File: config.mk
export PLATFORM = sky130hd
export DESIGN_NAME = spi_slave_core
export DESIGN_NICKNAME = d
export VERILOG_FILES = /design/src/rtl/spi_slave_core.sv
export SDC_FILE = /design/constraint.sdc
export NUM_CORES = 1
export LEC_CHECK = 0
export ABC_AREA = 1
export CORE_UTILIZATION = 50
export CTS_BUF_LIST = sky130_fd_sc_hd__clkbuf_16
export CTS_CLUSTER_DIAMETER = 200
export DETAILED_ROUTE_END_ITERATION = 6
export HOLD_SLACK_MARGIN = 0.1
export PLACE_DENSITY = 0.82
export SKIP_CTS_REPAIR_TIMING = 1
export SYNTH_ARGS = -nofsm -noshare
export SYNTH_HDL_FRONTEND = slang
export SYNTH_SLANG_ARGS = --single-unit
File: constraint.sdc
create_clock -name clk -period 2.08 [get_ports clk]
set_input_delay 0.624 -clock clk [delete_from_list [all_inputs] [get_ports clk]]
set_output_delay 0.624 -clock clk [all_outputs]
set_load 0.02 [all_outputs]
File: src/rtl/spi_slave_core.sv
// spi_slave_core
//   SPI slave that runs entirely on the system clock. sclk, ss and mosi are
//   oversampled through synchronisers, and edges are found by comparing the
//   last two synchronised sclk samples. All four CPOL/CPHA modes are
//   supported, along with any word width of 2 or more and either bit order.
//   Several words can run back to back inside one ss frame.
//
//   State | meaning
//   IDLE  | no frame; miso_oe low; waits for an armed ss falling edge
//   LOAD  | one cycle; takes tx_data (or DEFAULT_TX) and starts the word
//   SHIFT | samples mosi and shifts miso on sclk edges until ss rises
//
// Ports
//   clk, reset          system clock, synchronous active-high reset
//   sclk, ss, mosi      asynchronous SPI pins from the master
//   miso, miso_oe       serial output and its enable
//   tx_data/tx_valid    next word to send; tx_ready pulses when it is taken
//   rx_data/rx_valid    last received word; rx_valid pulses when it updates
//   busy                synchronised ss asserted
//   underrun            pulses when DEFAULT_TX is loaded instead of tx_data
//   frame_err           pulses when ss rises with a partial word in flight
module spi_slave_core #(
    parameter int DATA_WIDTH  = 8,
    parameter int CPOL        = 0,
    parameter int CPHA        = 0,
    parameter int MSB_FIRST   = 1,
    parameter int SYNC_STAGES = 2,
    parameter logic [DATA_WIDTH-1:0] DEFAULT_TX = '1
) (
    input  logic                  clk,
    input  logic                  reset,
    input  logic                  sclk,
    input  logic                  ss,
    input  logic                  mosi,
    output logic                  miso,
    output logic                  miso_oe,
    input  logic [DATA_WIDTH-1:0] tx_data,
    input  logic                  tx_valid,
    output logic                  tx_ready,
    output logic [DATA_WIDTH-1:0] rx_data,
    output logic                  rx_valid,
    output logic                  busy,
    output logic                  underrun,
    output logic                  frame_err
);

    localparam logic SCLK_IDLE = (CPOL != 0);
    localparam int   CNT_W     = $clog2(DATA_WIDTH + 1);

    typedef enum logic [1:0] {S_IDLE, S_LOAD, S_SHIFT} state_t;

    state_t                 state;
    logic [SYNC_STAGES-1:0] sclk_sync;
    logic [SYNC_STAGES-1:0] ss_sync;
    logic [SYNC_STAGES-1:0] mosi_sync;
    logic [SYNC_STAGES-1:0] settle;
    logic                   sclk_d;
    logic                   ss_d;
    logic                   armed;
    logic [CNT_W-1:0]       bit_cnt;
    logic [DATA_WIDTH-1:0]  shift_tx;
    logic [DATA_WIDTH-1:0]  shift_rx;

    logic                   sclk_s, ss_s, mosi_s;
    logic                   lead_e, trail_e, sample_e, shift_e;
    logic                   ss_fall, ss_rise;
    logic                   word_done, load_now;
    logic [DATA_WIDTH-1:0]  load_word, load_adv, tx_adv, rx_next;
    logic                   tx_first, tx_bit;

    assign sclk_s  = sclk_sync[SYNC_STAGES-1];
    assign ss_s    = ss_sync[SYNC_STAGES-1];
    assign mosi_s  = mosi_sync[SYNC_STAGES-1];

    assign lead_e   = (sclk_d == SCLK_IDLE) && (sclk_s != SCLK_IDLE);
    assign trail_e  = (sclk_d != SCLK_IDLE) && (sclk_s == SCLK_IDLE);
    assign sample_e = (CPHA == 0) ? lead_e : trail_e;
    assign shift_e  = (CPHA == 0) ? trail_e : lead_e;

    // The chains are flushed to ss=1 on reset. armed is set only once a
    // genuine high level from the pin has propagated through, so an ss held
    // low across reset cannot start a frame.
    assign ss_fall = armed && ss_d && !ss_s;
    assign ss_rise = !ss_d && ss_s;

    assign word_done = (state == S_SHIFT) && !ss_rise && sample_e &&
                       (bit_cnt == CNT_W'(DATA_WIDTH - 1));
    assign load_now  = !reset && (((state == S_LOAD) && !ss_rise) || word_done);

    // Decoded rather than registered so that the handshake pulse lands in the
    // same cycle tx_data is captured.
    assign tx_ready  = load_now && tx_valid;
    assign underrun  = load_now && !tx_valid;

    assign load_word = tx_valid ? tx_data : DEFAULT_TX;

    always_comb begin
        if (MSB_FIRST != 0) begin
            tx_first = load_word[DATA_WIDTH-1];
            tx_bit   = shift_tx[DATA_WIDTH-1];
            load_adv = {load_word[DATA_WIDTH-2:0], 1'b0};
            tx_adv   = {shift_tx[DATA_WIDTH-2:0], 1'b0};
            rx_next  = {shift_rx[DATA_WIDTH-2:0], mosi_s};
        end else begin
            tx_first = load_word[0];
            tx_bit   = shift_tx[0];
            load_adv = {1'b0, load_word[DATA_WIDTH-1:1]};
            tx_adv   = {1'b0, shift_tx[DATA_WIDTH-1:1]};
            rx_next  = {mosi_s, shift_rx[DATA_WIDTH-1:1]};
        end
    end

    always_ff @(posedge clk) begin
        if (reset) begin
            sclk_sync <= {SYNC_STAGES{SCLK_IDLE}};
            ss_sync   <= '1;
            mosi_sync <= '0;
            settle    <= '0;
            sclk_d    <= SCLK_IDLE;
            ss_d      <= 1'b1;
            armed     <= 1'b0;
        end else begin
            sclk_sync <= {sclk_sync[SYNC_STAGES-2:0], sclk};
            ss_sync   <= {ss_sync[SYNC_STAGES-2:0], ss};
            mosi_sync <= {mosi_sync[SYNC_STAGES-2:0], mosi};
            settle    <= {settle[SYNC_STAGES-2:0], 1'b1};
            sclk_d    <= sclk_s;
            ss_d      <= ss_s;
            if (settle[SYNC_STAGES-1] && ss_s) begin
                armed <= 1'b1;
            end
        end
    end

    // shift_tx always holds the bits still to be driven. With CPHA=0 the
    // first bit leaves at LOAD, so the word is stored pre-advanced; a word
    // reloaded mid-frame is stored whole and its first bit goes out on the
    // next shift edge, which makes both phases share one shift rule.
    always_ff @(posedge clk) begin
        if (reset) begin
            state     <= S_IDLE;
            miso      <= 1'b0;
            miso_oe   <= 1'b0;
            rx_data   <= '0;
            rx_valid  <= 1'b0;
            busy      <= 1'b0;
            frame_err <= 1'b0;
            bit_cnt   <= '0;
            shift_tx  <= '0;
            shift_rx  <= '0;
        end else begin
            rx_valid  <= 1'b0;
            frame_err <= 1'b0;
            busy      <= armed && !ss_s;
            case (state)
                S_IDLE: begin
                    miso_oe <= 1'b0;
                    bit_cnt <= '0;
                    if (ss_fall) begin
                        state <= S_LOAD;
                    end
                end
                S_LOAD: begin
                    if (ss_rise) begin
                        miso_oe <= 1'b0;
                        state   <= S_IDLE;
                    end else begin
                        miso_oe <= 1'b1;
                        bit_cnt <= '0;
                        if (CPHA == 0) begin
                            miso     <= tx_first;
                            shift_tx <= load_adv;
                        end else begin
                            shift_tx <= load_word;
                        end
                        state <= S_SHIFT;
                    end
                end
                S_SHIFT: begin
                    if (ss_rise) begin
                        if (bit_cnt != '0) begin
                            frame_err <= 1'b1;
                        end
                        bit_cnt <= '0;
                        miso_oe <= 1'b0;
                        state   <= S_IDLE;
                    end else if (sample_e) begin
                        shift_rx <= rx_next;
                        if (word_done) begin
                            rx_data  <= rx_next;
                            rx_valid <= 1'b1;
                            bit_cnt  <= '0;
                            shift_tx <= load_word;
                        end else begin
                            bit_cnt <= bit_cnt + CNT_W'(1);
                        end
                    end else if (shift_e) begin
                        miso     <= tx_bit;
                        shift_tx <= tx_adv;
                    end
                end
                default: begin
                    miso_oe <= 1'b0;
                    state   <= S_IDLE;
                end
            endcase
        end
    end

endmodule

==> flow_summary.yaml <==
outcome:
  outcome: "finished with violations"
  violations: "setup timing"
synth:
  ys_top_cells_by_area: "dfxtp_1 (45%), nand2_1 (9.0%), nor2_1 (8.4%), inv_1 (7.5%), nand3_1 (7.0%)"
  synth_edf_count: 0
  syn-num-nets: 303
  ys_ff_latch: 45
  seq_area_frac_synth_pct: 44.8
  synth_cell_type_count: 25
  synth_common_cells: "nand2_1 (48), dfxtp_1 (45), nor2_1 (45)"
  synth_cells: 285
  yosysMostFrequentCell: "nand2_1"
  ys_warn_count: 0
  synth_area_um2: 2010
  synth-main-ff-cell: "dfxtp_1"
  async_flop_share_pct: 0
  synth.avg_cell_area_um2: 7.06
  yosysTopAreaCell: "dfxtp_1"
  yosys.area.top_type_share_pct: 44.8
timing:
  finalHoldViolCount: 0
  rsz0062_at_grt: "yes"
  layout_setup_ws_ns: -0.0441
  finClkSkew_ns: 0.00194
  min_period_ns: 2.12
  period_share_pct: 102
  timing.hold.ws_ns: 0.403
  slew_viol_final: 0
  setup_viol: 2
  final.setup.tns_ns: -0.0695
  timing.slew.headroom_pct: 68.0
  fmax_mhz: 471
  worst_pin_slew_ns: 0.475
clock_network:
  root_buffer: "clkbuf_16"
  path_clk_slew_ns: 0.06
  max-clock-path-buffers: 2
  htreeDepth: 2
  cts_made_buffers: 5
  cts_tree: "built"
  cts_sinks: 45
  insertion_delay_ns: 0.29
worst_setup_path:
  crit_type: "flip-flop to primary output"
  slowest_delay_ns: 0.35
  critPathCaptureType: "primary output"
  critPathTopFamily: "flip-flops"
  startpoint_type: "flip-flop"
  cp_num_buf_inv: 2
  reg2reg_slack_ns: 0.37
  crit_top_cell: "nand2_4"
  cp_cell_sequence: "ha_4 > nand2_4 > nor2_4 > nand3_2 > inv_4 > nand2_4 > a21oi_2 > buf_4"
  required_ns: 1.46
  arrival_ns: 1.50
  critPathSlowestCell: "dfxtp_2"
  crit_fanout: 4
global_route:
  grt-ovfl-total: 0
  grt_antenna_before_repair: 0
  grt_usage_pct: 23.8
  grt_pass1_vias: 1821
  grt_pass1_wl_mm: 7.65
  grt_max_degree: 28
placement:
  detailed_place_hpwl_mm: 3.13
  dpl_cell_area_um2: 2470
  port_buffers: 28
  gp_congestion: 0.820
detailed_routing:
  wl_per_cell_um: 12.2
  viasPerCell: 4.99
  drt-initial-drc-count: 89
  ant_nets: 0
  vias: 1908
  firstDrtPassIters: 4
  remaining_drc_errors: 0
  drt-total-wl_mm: 4.66
power_and_ir_drop:
  p_comb_share_pct: 7.6
  intPower_w: 0.00137
  switchingPower_w: 0.000396
  peakVddDrop_mv: 0.558
  switching_share_pct: 22.4
  clockPowerShare_pct: 42.4
  power_frac_seq_pct: 50.0
  leakagePower_nw: 1.21
  p_total_w: 0.00177
  power_density_nw_per_um2: 659
floorplanning:
  placementRows: 22
  initial_utilization_pct: 53.3
  fp.dieH_um: 65.4
  fp.dieW_um: 65.4
  pin_count: 29
  core_um2: 3770
  die_area_um2: 4280
final_layout:
  areaGrowthSynthToFinish_pct: 33.5
  diodes: 0
  fin_area_um2: 2690
  drive_above_1_share_pct: 18.3
  fin_nets: 352
min_path:
  hp-class: "flip-flop to flip-flop"
flow_run:
  maxCapViolations: 0
worst min-delay path, stage by stage, from the launching register on:
cell and delay, ns:
dfxtp_1 0.29, inv_1 0.04, nor2_1 0.03
cells by family after synthesis:
group           synth area share, %
simple gates                   28.4
buf+inv                        11.3
compound gates                 13.0
flops                          44.8
fa+ha+maj                      2.49
metal layers:
layer  GRT usage (%)  routed length [um]  up-vias
met5               0                   0        -
met4            14.1                 146        0
met3            4.86                 157       14
met2            39.7                2340       34
met1            27.8                2010      867
li1                -                   -      993
layout make-up:
| type | count | area (um^2) |
|---|---|---|
| Multi-Input combinational cell | 184 | 943 |
| Inverter | 45 | 171 |
| Tap cell | 48 | 60.1 |
| Timing Repair Buffer | 53 | 468 |
| Fill cell | 273 | 1090 |
| Clock buffer | 5 | 125 |
| Sequential cell | 45 | 906 |
| Clock inverter | 2 | 11.3 |
stage by stage:
stage	setup WS, ns	utilization (%)	instances
floorplan	0.0164	-	285
global placement	-0.648	65.6	373
detailed placement	-0.659	65.6	373
CTS	-0.670	69.2	380
global route	-0.118	71.2	382
finish	-0.0441	71.2	382
power groups by stage:
stage / clock network (W) / registers (W) / logic, W
floorplan: 0 / 0.000902 / 0.0000750
CTS: 0.000756 / 0.000884 / 0.000129
global route: 0.000791 / 0.000886 / 0.000151
global placement: 0 / 0.000902 / 0.000125
finish: 0.000750 / 0.000885 / 0.000134
detailed placement: 0 / 0.000903 / 0.000128
registers in the layout (all words and copies together) (netlist names):
register / count
sclk_d: 1
armed: 1
miso_oe: 1
busy: 1
bit_cnt: 4
rx_data: 8
mosi_sync: 2
state: 2
shift_tx: 8
shift_rx: 7
miso: 1
ss_sync: 2
ss_d: 1
settle: 2
frame_err: 1
rx_valid: 1
sclk_sync: 2
path summary, 6_finish.rpt:
| check | startpoint | to | cells past startpoint |
|---|---|---|---|
| setup / recovery | bit_cnt[1]$_SDFFE_PP0P_ | underrun | 8 |
| hold / removal | sclk_sync[0]$_SDFF_PP0_ | sclk_sync[1]$_SDFF_PP0_ | 2 |
| setup reg to reg | state[1]$_SDFFE_PP0P_ | shift_tx[4]$_SDFFE_PP0P_ | 8 |
| hold reg to reg | sclk_sync[0]$_SDFF_PP0_ | sclk_sync[1]$_SDFF_PP0_ | 2 |
placed cells by master, fill, tap and decap left out, types with 3 or more instances in the layout:
cell,instances
a211oi_1,3
o21ai_0,14
a21oi_1,23
o21ai_1,4
inv_2,6
nor2_1,44
nand3_1,26
nand2_1,47
dfxtp_2,4
inv_1,38
nor2_4,4
dfxtp_1,41
buf_4,27
clkdlybuf4s50_1,24
clkbuf_16,5
Power figures use the tool's default switching activity.
==> edit 1: new RTL, same flow settings <==
The parameter `CPHA` goes from 0 to 1. Comments in the files are not updated.
--- a/src/rtl/spi_slave_core.sv
+++ b/src/rtl/spi_slave_core.sv
@@ -24,3 +24,3 @@
     parameter int CPOL        = 0,
-    parameter int CPHA        = 0,
+    parameter int CPHA        = 1,
     parameter int MSB_FIRST   = 1,
Behaviour: not the same (Yosys sat finds a counterexample within 10 cycles, from zero or initial values and one cycle with reset high).
==> edit 1 against the unedited design <==
Final cell count shrank 7.9%. Global-route usage decreased by 3.2 points. Area after synthesis fell by 5.3%. Sequential cell count is the same. Sequential power is essentially flat. Setup slack improved by 0.069 ns. Clock power grew 1%. Largest cell class is now flip-flops and latches. Highest routed layer unchanged. Design area decreased by 5.1%. Routed wire length shrank 16%. Power shrank 0.78%.
==> edit 1: results (changes against the unedited design) <==
metric	value	unit	change
status	completed		was finished, violations left
pre-CTS WS	-0.4485	ns	was -0.6593 ns
Clock Tree Root	clkbuf_16		unchanged
placed insts	341		was 373
GPL Wtd Cong	0.7915		was 0.8201
worst r2r path cells	10		was 8
Final Instance Count excl. Fillers	352		was 382
Fmax	486.6	MHz	was 470.8 MHz
switching power	382.7	µW	was 395.9 µW
H-Tree Depth	2		unchanged
vias in the first global route	1558		was 1,821
IO buf count	28		unchanged
reg2reg start	sclk_sync[1]		was state[1]
relative slew slack	54.81	%	was 68.03%
Clock transition at path regs	0.06	ns	about the same
CP max FO	2		was 4
mux share of post-synthesis cell area	0	%	unchanged
Synth area leaders	dfxtp_1, nor2_1, nand2_1		was dfxtp_1, nand2_1, nor2_1
largest net degree at the start of global routing	30		was 28
Worst-Skew Late Latency	0.29	ns	about the same
sequential-to-total area share from yosys stat	47.31	%	was 44.80%
GRT Util Overall	20.57	%	was 23.76%
Post-Syn Area per Cell	7.497	µm²	was 7.055 µm²
Synth Area in Compound Gates	12.61	%	was 13.01%
maximum clock path buffer count	2		unchanged
MaxCap Viol Count	0		unchanged
fillers	303		was 273
first-pass GRT wire length	6575	µm	was 7645 µm
Vias	1720		was 1,908
share of cells above drive strength 1	19.74	%	was 18.26%
nets@finish	321		was 352
Worst EP arrival	1.43	ns	was 1.50 ns
drt first pass iters	4		unchanged
Critical-path top delay cell	dfxtp_2		unchanged
Slowest Stage Delay on Critical Path	0.35	ns	about the same
CTS Buf Count	5		unchanged
R2R Setup Slk	0.12	ns	was 0.37 ns
syn_nets	272		was 303
Post-Synth Adder-Cell Area	2.628	%	was 2.489%
ys async rst share	0	%	unchanged
Max VDD drop	0.0005052	V	was 0.0005581 V
largest family of logic cells by synthesized area	simple AND/OR/NAND/NOR gates		unchanged
leakage power	0.001149	µW	was 0.001212 µW
Top Registers	rx_data x8, shift_tx x8, shift_rx x7		unchanged
Commonest cells post-synth	dfxtp_1, nor2_1, nand2_1		was nand2_1, dfxtp_1, nor2_1
final wirelength	3934	µm	was 4662 µm
xor and xnor fraction of the mapped netlist area	0.4599	%	was 0%
cell count of the worst hold path	2		unchanged
Worst Skew	0.003926	ns	was 0.001940 ns
Distinct cells, synth	25		unchanged
initial DRC count	96		was 89
DP HPWL	2501	µm	was 3127 µm
R2R Path End	bit_cnt[3]		was shift_tx[4]
synth warn	0		unchanged
## edit 1: cell count changes in the layout (fill, tap and decap cells not counted), sizes merged, moves of 2 or more
| cell | delta |
|---|---|
| buf | -3 |
| nand2 | -9 |
| inv | -14 |
| or2 | +7 |
| clkinv | +2 |
| a211oi | -3 |
| nand3 | -9 |
| o21ai | +2 |
## edit 1: kinds of logic after synthesis
| family | after synthesis |
|---|---|
| AOI/OAI and AO/OA | 45 |
| and+or+nand+nor | 119 |
| DFF | 45 |
| xor gates and xnor gates | 1 |
| adders and majority gates | 4 |
| buffers and inverters | 40 |
## edit 1: worst max-delay path by stage
stage	slack, ns	start	to	cells after the start
after CTS	-0.47	bit_cnt[0]	underrun	8
after global placement	-0.44	reset	tx_ready	5
after detailed placement	-0.45	reset	underrun	5
after floorplan	0.09	bit_cnt[0]	tx_ready	8
final	0.02	bit_cnt[1]	underrun	8
after global routing	-0.05	bit_cnt[1]	underrun	8
## edit 1: metrics by stage
step	cell area, µm²	utilization, %	hold slack [ns]
floorplan	1904	-	0.3883
global placement	2335	63.77	0.3894
detailed placement	2335	63.77	0.3959
CTS	2477	67.67	0.4041
global route	2549	69.62	0.4218
finish	2549	69.62	0.4019
## edit 1: per-layer routing
metal | wire length, µm | global-route usage, % | vias up
li1 | - | - | 899
met1 | 1792 | 24.44 | 785
met2 | 1942 | 35.11 | 30
met3 | 120 | 5.797 | 6
met4 | 79 | 7.102 | 0
met5 | 0 | 0 | -
## edit 1: final cells by class
cell class,count,share of cell area [%]
flip-flops and latches,45,35.44
multi-input cells,169,34.27
repair buffers,50,17.62
clock buffers,5,4.909
inverters,32,4.713
well taps,48,2.356
clock inverters,3,0.6873
## edit 1: power groups by stage
stage          clock network [µW]  logic (µW)  registers, µW
3_3_place_gp                    0         109            901
6_report                      759         113            884
3_5_place_dp                    0         110            902
4_1_cts                       772         112            883
5_1_grt                       816         128            885
2_1_floorplan                   0        62.4            901
## edit 1: worst max-delay path: cells and delay by family (launching register included)
kind	cells	cell delay [ns]
adder cells (fa/ha/maj)	1	0.16
buffers and inverters	1	0.12
flip-flops	1	0.35
AND/OR/NAND/NOR	6	0.50
==> edit 2: new RTL, config.mk and constraints unchanged <==
Without the edit above. Make the reset (`reset`) asynchronous in 2 clocked blocks. Comments in the files are not updated.
--- a/src/rtl/spi_slave_core.sv
+++ b/src/rtl/spi_slave_core.sv
@@ -112,3 +112,3 @@
 
-    always_ff @(posedge clk) begin
+    always_ff @(posedge clk or posedge reset) begin
         if (reset) begin
@@ -138,3 +138,3 @@
     // next shift edge, which makes both phases share one shift rule.
-    always_ff @(posedge clk) begin
+    always_ff @(posedge clk or posedge reset) begin
         if (reset) begin
Behaviour: differs if reset is asserted again (counterexample within 10 cycles, from zero or initial values and one cycle with reset high); with reset held inactive, the same outputs for 10 cycles.
==> edit 2 against the unedited design <==
The flow still finishes with violations (setup timing). Sequential cell count unchanged. Routed wire length shrank 2.8%. Setup slack got worse by 0.026 ns. Area after synthesis increased by 2.4%. Hold slack worse by 0.050 ns. Design area up 1.2%.
Power is not compared: it rests on default switching activity, and its combinational part moved more than twofold at a synthesized area within 25%.
==> edit 2: results (changes against the unedited design) <==
metric	value	unit	change
final wirelength	4531	µm	was 4662 µm
GPL Wtd Cong	0.8007		was 0.8201
initial DRC count	84		was 89
Synth Area in Compound Gates	8.207	%	was 13.01%
hold_sp	sclk_sync[0]		unchanged
Post-Synth Adder-Cell Area	2.432	%	was 2.489%
xor and xnor fraction of the mapped netlist area	0.4255	%	was 0%
Post-Syn Area per Cell	8.684	µm²	was 7.055 µm²
Worst Skew	0.004161	ns	was 0.001940 ns
met2 WL	2326	µm	was 2344 µm
Worst EP arrival	1.53	ns	was 1.50 ns
Most used DFF post-synth	dfrtp_1		was dfxtp_1
Distinct cells, synth	26		was 25
largest net degree at the start of global routing	46		was 28
Setup WS post-layout	-0.06972	ns	was -0.04410 ns
reg2reg start	ss_d		was state[1]
DP HPWL	2828	µm	was 3127 µm
maximum clock path buffer count	2		unchanged
status	finished, violations left		unchanged
met3 usage	5.690	%	was 4.861%
fillers	279		was 273
sequential-to-total area share from yosys stat	54.89	%	was 44.80%
Synth area leaders	dfrtp_1, nand2_1, nand3_1		was dfxtp_1, nand2_1, nor2_1
Worst Tran Pin Value	0.5523	ns	was 0.4746 ns
crit-path leading delay family	simple AND/OR/NAND/NOR gates		was flip-flops
Via density	5.149		was 4.995
placed insts	324		was 373
vias in the first global route	1710		was 1,821
nets@finish	305		was 352
first-pass GRT wire length	7293	µm	was 7645 µm
Commonest cells post-synth	nand2_1, dfrtp_1, inv_1		was nand2_1, dfxtp_1, nor2_1
diode count	0		unchanged
failing checks	setup timing		unchanged
syn_nets	255		was 303
Final Setup Violations	2		unchanged
CP max FO	2		was 4
Vias	1730		was 1,908
ys async rst share	100.0	%	was 0%
worst setup path start	bit_cnt[0]		was bit_cnt[1]
GRT Util Overall	22.45	%	was 23.76%
wl on met1	1947	µm	was 2014 µm
## edit 2: worst paths after layout
check	endpoint	slack (ns)	cells past startpoint
worst max-delay path	tx_ready	-0.07	8
worst min-delay path	sclk_sync[1]	0.35	0
worst max register to register	shift_rx[6]	0.38	8
worst min register to register	sclk_sync[1]	0.35	0
max in group asynchronous	shift_tx[2]	1.10	3
min in group asynchronous	rx_data[5]	0.60	3
## edit 2: final cells by class
class                           count  share of cell area [%]
Sequential cell                    45                   41.57
Multi-Input combinational cell    161                   31.17
Timing Repair Buffer               48                   16.02
Clock buffer                        5                   4.604
Inverter                           26                   3.729
Tap cell                           48                   2.210
Clock inverter                      3                  0.6906
## edit 2: per-stage QoR
step | TNS [ns] | cell area (µm²) | worst slack (ns)
floorplan | -0.2365 | 2064 | -0.1183
global placement | -0.9354 | 2492 | -0.4681
detailed placement | -0.9580 | 2492 | -0.4812
CTS | -1.159 | 2636 | -0.5817
global route | -0.2575 | 2718 | -0.1288
finish | -0.1316 | 2718 | -0.06972
